File: src/rtl/bitlet_emax_tracker.sv
// bitlet_emax_tracker: per-frame extreme value and global index finder over N_IN-wide beats,
// using a registered compare tree followed by a frame accumulator.
module bitlet_emax_tracker #(
    parameter int N_IN      = 16,
    parameter int W         = 8,
    parameter int MAX_BEATS = 16
) (
    input  logic                                 clk,
    input  logic                                 rst_n,
    input  logic                                 flush,
    input  logic                                 in_vld,
    input  logic                                 in_last,
    input  logic [1:0]                           in_mode,
    input  logic [N_IN*W-1:0]                    in_vec,
    output logic                                 out_vld,
    output logic [W-1:0]                         out_val,
    output logic [$clog2(MAX_BEATS*N_IN)-1:0]    out_idx,
    output logic                                 out_ovf
);
    localparam int LT  = $clog2(N_IN);
    localparam int LIW = (LT > 0) ? LT : 1;
    localparam int BW  = $clog2(MAX_BEATS);
    localparam int IW  = $clog2(MAX_BEATS*N_IN);

    typedef struct packed {
        logic          vld;
        logic          first;
        logic          last;
        logic          ovf;
        logic [1:0]    mode;
        logic [BW-1:0] beat;
    } sb_t;

    function automatic logic f_better(input logic [W-1:0] a, input logic [W-1:0] b, input logic [1:0] m);
        return m[0] ? (m[1] ? ($signed(a) < $signed(b)) : (a < b))
                    : (m[1] ? ($signed(a) > $signed(b)) : (a > b));
    endfunction

    // Heap layout: node i has children 2i/2i+1, leaves at N_IN..2*N_IN-1, root at 1.
    logic [W-1:0]   w_nv [2*N_IN];
    logic [LIW-1:0] w_ni [2*N_IN];
    sb_t            w_sb [LT+1];

    logic          r_in_frame;
    logic          r_full;
    logic [1:0]    r_mode;
    logic [BW-1:0] r_beat;
    logic          w_first;
    logic          w_acc;
    logic [1:0]    w_mode;
    logic [BW-1:0] w_beat;

    assign w_first = ~r_in_frame;
    assign w_acc   = in_vld & ~flush;
    assign w_mode  = w_first ? in_mode : r_mode;
    assign w_beat  = w_first ? '0 : r_beat;
    assign w_sb[0] = {w_acc, w_first, in_last, r_full, w_mode, w_beat};

    // r_full marks that beat MAX_BEATS-1 has been taken, so any further beat overflows.
    always_ff @(posedge clk or negedge rst_n) begin
        if (!rst_n) begin
            r_in_frame <= 1'b0;
            r_full     <= 1'b0;
            r_mode     <= '0;
            r_beat     <= '0;
        end else if (flush) begin
            r_in_frame <= 1'b0;
            r_full     <= 1'b0;
            r_beat     <= '0;
        end else if (in_vld) begin
            r_in_frame <= ~in_last;
            r_mode     <= w_mode;
            r_full     <= ~in_last & (r_full | (w_beat == BW'(MAX_BEATS-1)));
            r_beat     <= in_last ? '0 : ((w_beat == BW'(MAX_BEATS-1)) ? w_beat : w_beat + 1'b1);
        end
    end

    assign w_nv[0] = '0;
    assign w_ni[0] = '0;

    for (genvar k = 0; k < N_IN; k++) begin : g_leaf
        assign w_nv[N_IN+k] = in_vec[k*W +: W];
        assign w_ni[N_IN+k] = LIW'(k);
    end

    for (genvar l = 0; l < LT; l++) begin : g_l
        sb_t r_s;
        always_ff @(posedge clk or negedge rst_n) begin
            if (!rst_n) r_s <= '0;
            else        r_s <= flush ? '0 : w_sb[l];
        end
        assign w_sb[l+1] = r_s;
        for (genvar i = (N_IN >> (l+1)); i < (N_IN >> l); i++) begin : g_n
            logic [W-1:0]   r_v;
            logic [LIW-1:0] r_i;
            logic           w_r;
            // Right child wins only when strictly better, so ties go to the lower index.
            assign w_r = f_better(w_nv[2*i+1], w_nv[2*i], w_sb[l].mode);
            always_ff @(posedge clk or negedge rst_n) begin
                if (!rst_n) begin
                    r_v <= '0;
                    r_i <= '0;
                end else begin
                    r_v <= w_r ? w_nv[2*i+1] : w_nv[2*i];
                    r_i <= w_r ? w_ni[2*i+1] : w_ni[2*i];
                end
            end
            assign w_nv[i] = r_v;
            assign w_ni[i] = r_i;
        end
    end

    sb_t           w_t;
    logic [W-1:0]  r_acc_val;
    logic [IW-1:0] r_acc_idx;
    logic          r_acc_ovf;
    logic [IW-1:0] w_gidx;
    logic          w_take;
    logic [W-1:0]  w_val;
    logic [IW-1:0] w_idx;
    logic          w_ovf;
    logic          w_done;

    assign w_t    = w_sb[LT];
    assign w_gidx = IW'(w_t.beat) * IW'(N_IN) + IW'(w_ni[1]);
    assign w_take = w_t.first | f_better(w_nv[1], r_acc_val, w_t.mode);
    assign w_val  = w_take ? w_nv[1] : r_acc_val;
    assign w_idx  = w_take ? w_gidx : r_acc_idx;
    assign w_ovf  = w_t.ovf | (~w_t.first & r_acc_ovf);
    assign w_done = w_t.vld & w_t.last & ~flush;

    always_ff @(posedge clk or negedge rst_n) begin
        if (!rst_n) begin
            r_acc_val <= '0;
            r_acc_idx <= '0;
            r_acc_ovf <= 1'b0;
            out_vld   <= 1'b0;
            out_val   <= '0;
            out_idx   <= '0;
            out_ovf   <= 1'b0;
        end else begin
            out_vld <= w_done;
            if (flush) begin
                r_acc_val <= '0;
                r_acc_idx <= '0;
                r_acc_ovf <= 1'b0;
            end else if (w_t.vld) begin
                r_acc_val <= w_val;
                r_acc_idx <= w_idx;
                r_acc_ovf <= w_ovf;
            end
            if (w_done) begin
                out_val <= w_val;
                out_idx <= w_idx;
                out_ovf <= w_ovf;
            end
        end
    end
endmodule

File: config.mk
export PLATFORM = sky130hd
export DESIGN_NAME = bitlet_emax_tracker
export DESIGN_NICKNAME = d
export VERILOG_FILES = /design/src/rtl/bitlet_emax_tracker.sv
export SDC_FILE = /design/constraint.sdc
export NUM_CORES = 1
export LEC_CHECK = 0
export ABC_AREA = 0
export BUFFER_PORTS_ARGS = -buffer_cell sky130_fd_sc_hd__buf_2
export CAP_MARGIN = 20
export CORE_UTILIZATION = 40
export CTS_CLUSTER_SIZE = 25
export DETAILED_ROUTE_END_ITERATION = 12
export REMOVE_ABC_BUFFERS = 1
export SLEW_MARGIN = 5
export SYNTH_ARGS = -nofsm -noshare
export SYNTH_HDL_FRONTEND = slang
export SYNTH_SLANG_ARGS = --single-unit
File: constraint.sdc
create_clock -name clk -period 2.95 [get_ports clk]
set_input_delay 0.59 -clock clk [delete_from_list [all_inputs] [get_ports clk]]
set_output_delay 0.59 -clock clk [all_outputs]
set_load 0.02 [all_outputs]
[Word-level counts from Yosys, hierarchy flattened]
Cells that the tools add are included.
Cells by class
  add/sub/neg operators: 2
  magnitude comparators: 64
  equal/unequal tests: 1
  mux-type cells: 100
  bitwise gates (word level): 12
  reductions and logical operators: 3
Operators with widths (count)
  8-bit greater-than comparator: 32
  8-bit < comparator: 32
  8-bit 2-to-1 mux: 21
  1-bit 2-to-1 mux: 62
  10-bit 2-to-1 mux: 4
  4-bit 2-to-1 mux: 9
  8-bit by 4-bit adder with 8-bit output: 1
  3-bit 2-to-1 mux: 2
  1-bit bitwise AND: 5
  4-bit by 1-bit adder with 4-bit output, second input constant: 1
  4-bit == test, second input constant: 1
  2-bit 2-to-1 mux: 2
  1-bit inverter: 4
  2-bit nonzero test: 2
  1-bit OR: 3
  2-bit AND reduction: 1
Word-level totals
  register bits: 248
  bits of input ports: 135
  output and inout bits: 18
  word-level logic and storage cells: 247

[Longest topological paths before layout]
  depth in word-level cells: 7
  depth in mapped cells: 12
  gate-level depth less buffers: 9

[Worst setup path after synthesis]
OpenSTA, ideal clock, no wires.
  path kind: in2reg
  from: input in_vec[70]
  to: register g_l[0].g_n[12].r_v[1]
  library setup time: 0.125 ns
  arrival time: 2.516 ns
  required time: 2.825 ns
  setup slack: 0.309 ns
  cell stages on the path: 7
  path buffers: 0
  cell sequence: inv_1 ha_1 a21o_1 a21o_1 or4_1 a41oi_2 mux2_2
Between the ends
  longest elaborated chain between the ends: 4
  elaborated cells on any way between the ends: 8
  classes of those cells: 4 x order compare; 4 x mux
RTL lines
  start, declared: line 14  | input logic [N_IN*W-1:0] in_vec,
  8-bit greater-than comparator / 8-bit < comparator (equally long branches): line 36, 35
  1-bit 2-to-1 mux, on equally long branches: line 36, 35
  1-bit 2-to-1 mux *: line 35  | return m[0] ? (m[1] ? ($signed(a) < $signed(b)) : (a < b))
  8-bit 2-to-1 mux *: line 104  | r_v <= w_r ? w_nv[2*i+1] : w_nv[2*i];
  end signal, assigned: line 104
  end, declared: line 94  | logic [W-1:0] r_v;
Every way passes the cells marked *; elsewhere a longest branch is shown, timed or not.
A chain may end at the register's enable or synchronous reset.

[Worst setup path in the final report]
  from: register g_l[0].g_n[8].r_v[2]
  to: register g_l[1].g_n[4].r_v[7]
Between the ends
  longest elaborated chain between the ends: 4
  elaborated cells on any way between the ends: 8
  classes of those cells: 4 x order compare; 4 x mux
RTL lines (line)
  start, declared: 94
  start signal, assigned: 104
  8-bit greater-than comparator / 8-bit < comparator (equally long branches): 36, 35
  1-bit 2-to-1 mux, on equally long branches: 36, 35
  1-bit 2-to-1 mux *: 35
  8-bit 2-to-1 mux *: 104
  end signal, assigned: 104
  end, declared: 94
Marks and branches as above.

==> impl_metrics.toml <==
[run_status]
status = "complete, no violations"

[logic_synthesis]
synth_cell_types = 60
postSynthAreaPerCell_um2 = 9.80
synthCells = 1472
synth_ff_type = "dfrtp_1"
async_flop_share_pct = 100
ys_seq_elements = 234
ys_seq_area_share_pct = 40.6
ys_warn_count = 0
synth_area_mm2 = 0.0144
synth_edf_count = 0

[clock_tree]
root_buffer = "clkbuf_16"
clk_pin_slew_ns = 0.06
cts_made_buffers = 26
cts_buffer_depth = 3
cts_sinks = 234
cts_post_setup_buffers_inserted = 0
cts_tree = "built"
clock_latency_ns = 0.54
ctsHtreeMaxLevel = 1

[job]
drv_cap = 0

[floorplan]
num_rows = 69
core_area_mm2 = 0.0355
dieArea_mm2 = 0.0368
die_h_um = 192
start_util_pct = 40.6
die_w_um = 192
boundaryPins = 153

[global_route]
grt-busiest-layer = "met2"
grt_antenna_before_repair = 0
gr-usage-all-layers_pct = 17.8
gr-usage-met3_pct = 2.19
grt_max_degree = 63
grt_pass1_wl_um = 53500
grt_use_met1_pct = 25.3
grt_use_met2_pct = 28.8
grt_overflow = 0
grt_pass1_vias = 10700

[placement]
post_dp_cell_area_mm2 = 0.0159
dp_slack_ns = 0.0963
gp_congestion = 0.847
dp_hpwl_um = 23800
dp.cells = 2058
port_buffers = 152

[routing]
wire_per_inst_um = 15.1
drt_iter0_markers = 743
firstDrtPassIters = 5
vias = 11100
routed_wl_um = 31900
vias_per_cell = 5.28
ant_nets = 0
drc = 0

[worst_setup_path]
crit_path_max_incr_delay_ns = 0.39
worstSetupStartpointType = "flip-flop"
required_ns = 3.36
slowest_stage = "a221o_1"
crit_chain = "inv_1, ha_1, a21o_1, a221o_1, a211oi_4, a21boi_0, o21ai_0, o211a_1, buf_12, mux2_4"
end_kind = "flip-flop"
cp_max_fo = 8
arrival_ns = 3.19
path_class = "flip-flop to flip-flop"

[timing]
post-route-period-util_pct = 94.3
timing.fmax_ghz = 0.360
worst_slack_ns = 0.169
finClkSkew_ns = 0.0293
rsz0062_at_grt = "no"
slew_viol_final = 0
setup_viol = 0
worst_pin_slew_ns = 0.748
slew_headroom_pct = 49.9
hold_viol = 0
min_period_ns = 2.78

[final_layout]
finish.utilization_pct = 47.2
area_growth_pct = 16.1
design_area_mm2 = 0.0167
drive_gt1_share_pct = 22.1
fin_cells = 2108
fin_nets = 1891

[power_and_ir_drop]
totalPowerFinal_uw = 12700
leakagePower_uw = 0.00819
vdd_ir_drop_max_uv = 430
switchingPower_uw = 4730
p_int_uw = 7990
pwr-share-seq_pct = 34.5
pwr-share-clk_pct = 23.3
swShare_pct = 37.2
p_comb_share_pct = 42.2
p_per_area_mw_per_mm2 = 760

[min_path]
hold_class = "input port to flip-flop"
## sequential cells by signal (all words and copies together), names as in the netlist, 2 cells and up
register / cells
out_idx: 8
g_l.g_n.r_i: 31
out_val: 8
g_l.g_n.r_v: 120
r_mode: 2
r_beat: 4
r_acc_idx: 8
r_acc_val: 8
g_l.r_s: 40
## final cells by class
| cell class | count | area [µm²] |
|---|---|---|
| inverters | 148 | 556 |
| well taps | 461 | 577 |
| flip-flops and latches | 234 | 5860 |
| clock inverters | 10 | 67.6 |
| diodes | 1 | 2.50 |
| repair buffers | 212 | 1280 |
| clock buffers | 37 | 712 |
| multi-input cells | 1005 | 7690 |
| fillers | 3321 | 18700 |
## path summary, 6_finish.rpt
path / depth (start not counted) / slack [ns] / end / start
max in group asynchronous: 3 / 1.61 / g_l[0].g_n[8].r_v[4] / rst_n
setup / recovery: 10 / 0.17 / g_l[1].g_n[4].r_v[7] / g_l[0].g_n[8].r_v[2]
hold / removal: 2 / 0.30 / g_l[0].g_n[10].r_v[4] / in_vec[36]
min in group asynchronous: 2 / 0.56 / g_l[0].g_n[14].r_v[2] / rst_n
setup reg to reg: 10 / 0.17 / g_l[1].g_n[4].r_v[7] / g_l[0].g_n[8].r_v[2]
hold reg to reg: 1 / 0.45 / g_l[3].r_s[0] / g_l[2].r_s[0]
## power by group through the flow
stage	logic (µW)	clock network, µW	registers [µW]
after floorplan	3660	0	4230
after global placement	5240	0	4430
after detailed placement	5350	0	4430
after CTS	5380	3070	4380
after global routing	6000	3230	4460
final	5370	2960	4380
## cells in the final DEF, fill, tap and decap left out, types with 12 or more instances in the layout
cell,netlist,layout
a21o_1,12,12
nor2_1,43,43
a211oi_1,12,12
nand2_1,74,74
mux2_4,18,18
nand3_1,69,69
ha_1,129,129
buf_4,0,53
a21oi_1,75,75
nor4b_1,48,48
inv_1,148,148
nor2b_1,53,53
clkbuf_16,0,26
a41oi_1,27,27
nand2b_1,12,12
o21ai_0,51,51
dfrtp_1,234,233
and3_1,33,33
mux2_2,76,76
buf_2,9,152
mux2i_1,48,47
nand4_1,66,66
nor3_1,36,33
## routing by layer
metal  vias to the layer above  wire, µm
met1                      5271     15700
met5                         -         0
met3                        41      1160
met4                         0       542
li1                       5616         -
met2                       205     14500
## cells by family (layout without fill, tap and decap cells)
family                   Yosys count  in the layout  synth area share [%]
adder cells (fa/ha/maj)          129            129                  11.2
other                              1              2                0.0260
AO/OA/AOI/OAI                    233            233                  10.3
AND/OR/NAND/NOR                  491            491                  19.6
buffers and inverters            233            407                  6.35
multiplexers                     148            148                  11.7
flip-flops                       234            234                  40.6
XOR/XNOR                           3              3                 0.182
## critical path, delay by kind of cell, from the launching register on
kind / cells / cell delay [ns]
adder cells (fa/ha/maj): 1 / 0.30
multiplexers: 1 / 0.30
flip-flops: 1 / 0.36
AO/OA/AOI/OAI: 6 / 1.48
buffers and inverters: 2 / 0.21
## cells in the mapped netlist, types with 27 or more instances
cell / instances / share of area [%]
nor2b_1: 53 / 2.3
nand2_1: 74 / 1.9
nor4b_1: 48 / 2.9
and3_1: 33 / 1.4
inv_1: 148 / 3.9
o21ai_0: 51 / 1.8
nor3_1: 36 / 1.2
a41oi_1: 27 / 1.6
nand3_1: 69 / 2.4
nor2_1: 43 / 1.1
mux2_2: 76 / 5.9
clkbuf_1: 69 / 1.8
dfrtp_1: 234 / 41
ha_1: 129 / 11
mux2i_1: 48 / 3.3
nand4_1: 66 / 2.9
a21oi_1: 75 / 2.6
## metrics by stage
| stage | hold slack [ns] | TNS, ns |
|---|---|---|
| after floorplan | 0.294 | -7.58 |
| after global placement | 0.440 | 0 |
| after detailed placement | 0.446 | 0 |
| after CTS | 0.266 | 0 |
| after global routing | 0.273 | 0 |
| final | 0.298 | 0 |
## what timing repair did
item                       in CTS  in global routing
hold buffers                    1                  0
hold endpoints to repair       45                  0
resized for setup               0                  1
setup endpoints to repair       0                  4
No activity file was read; power rests on OpenSTA's default activity.
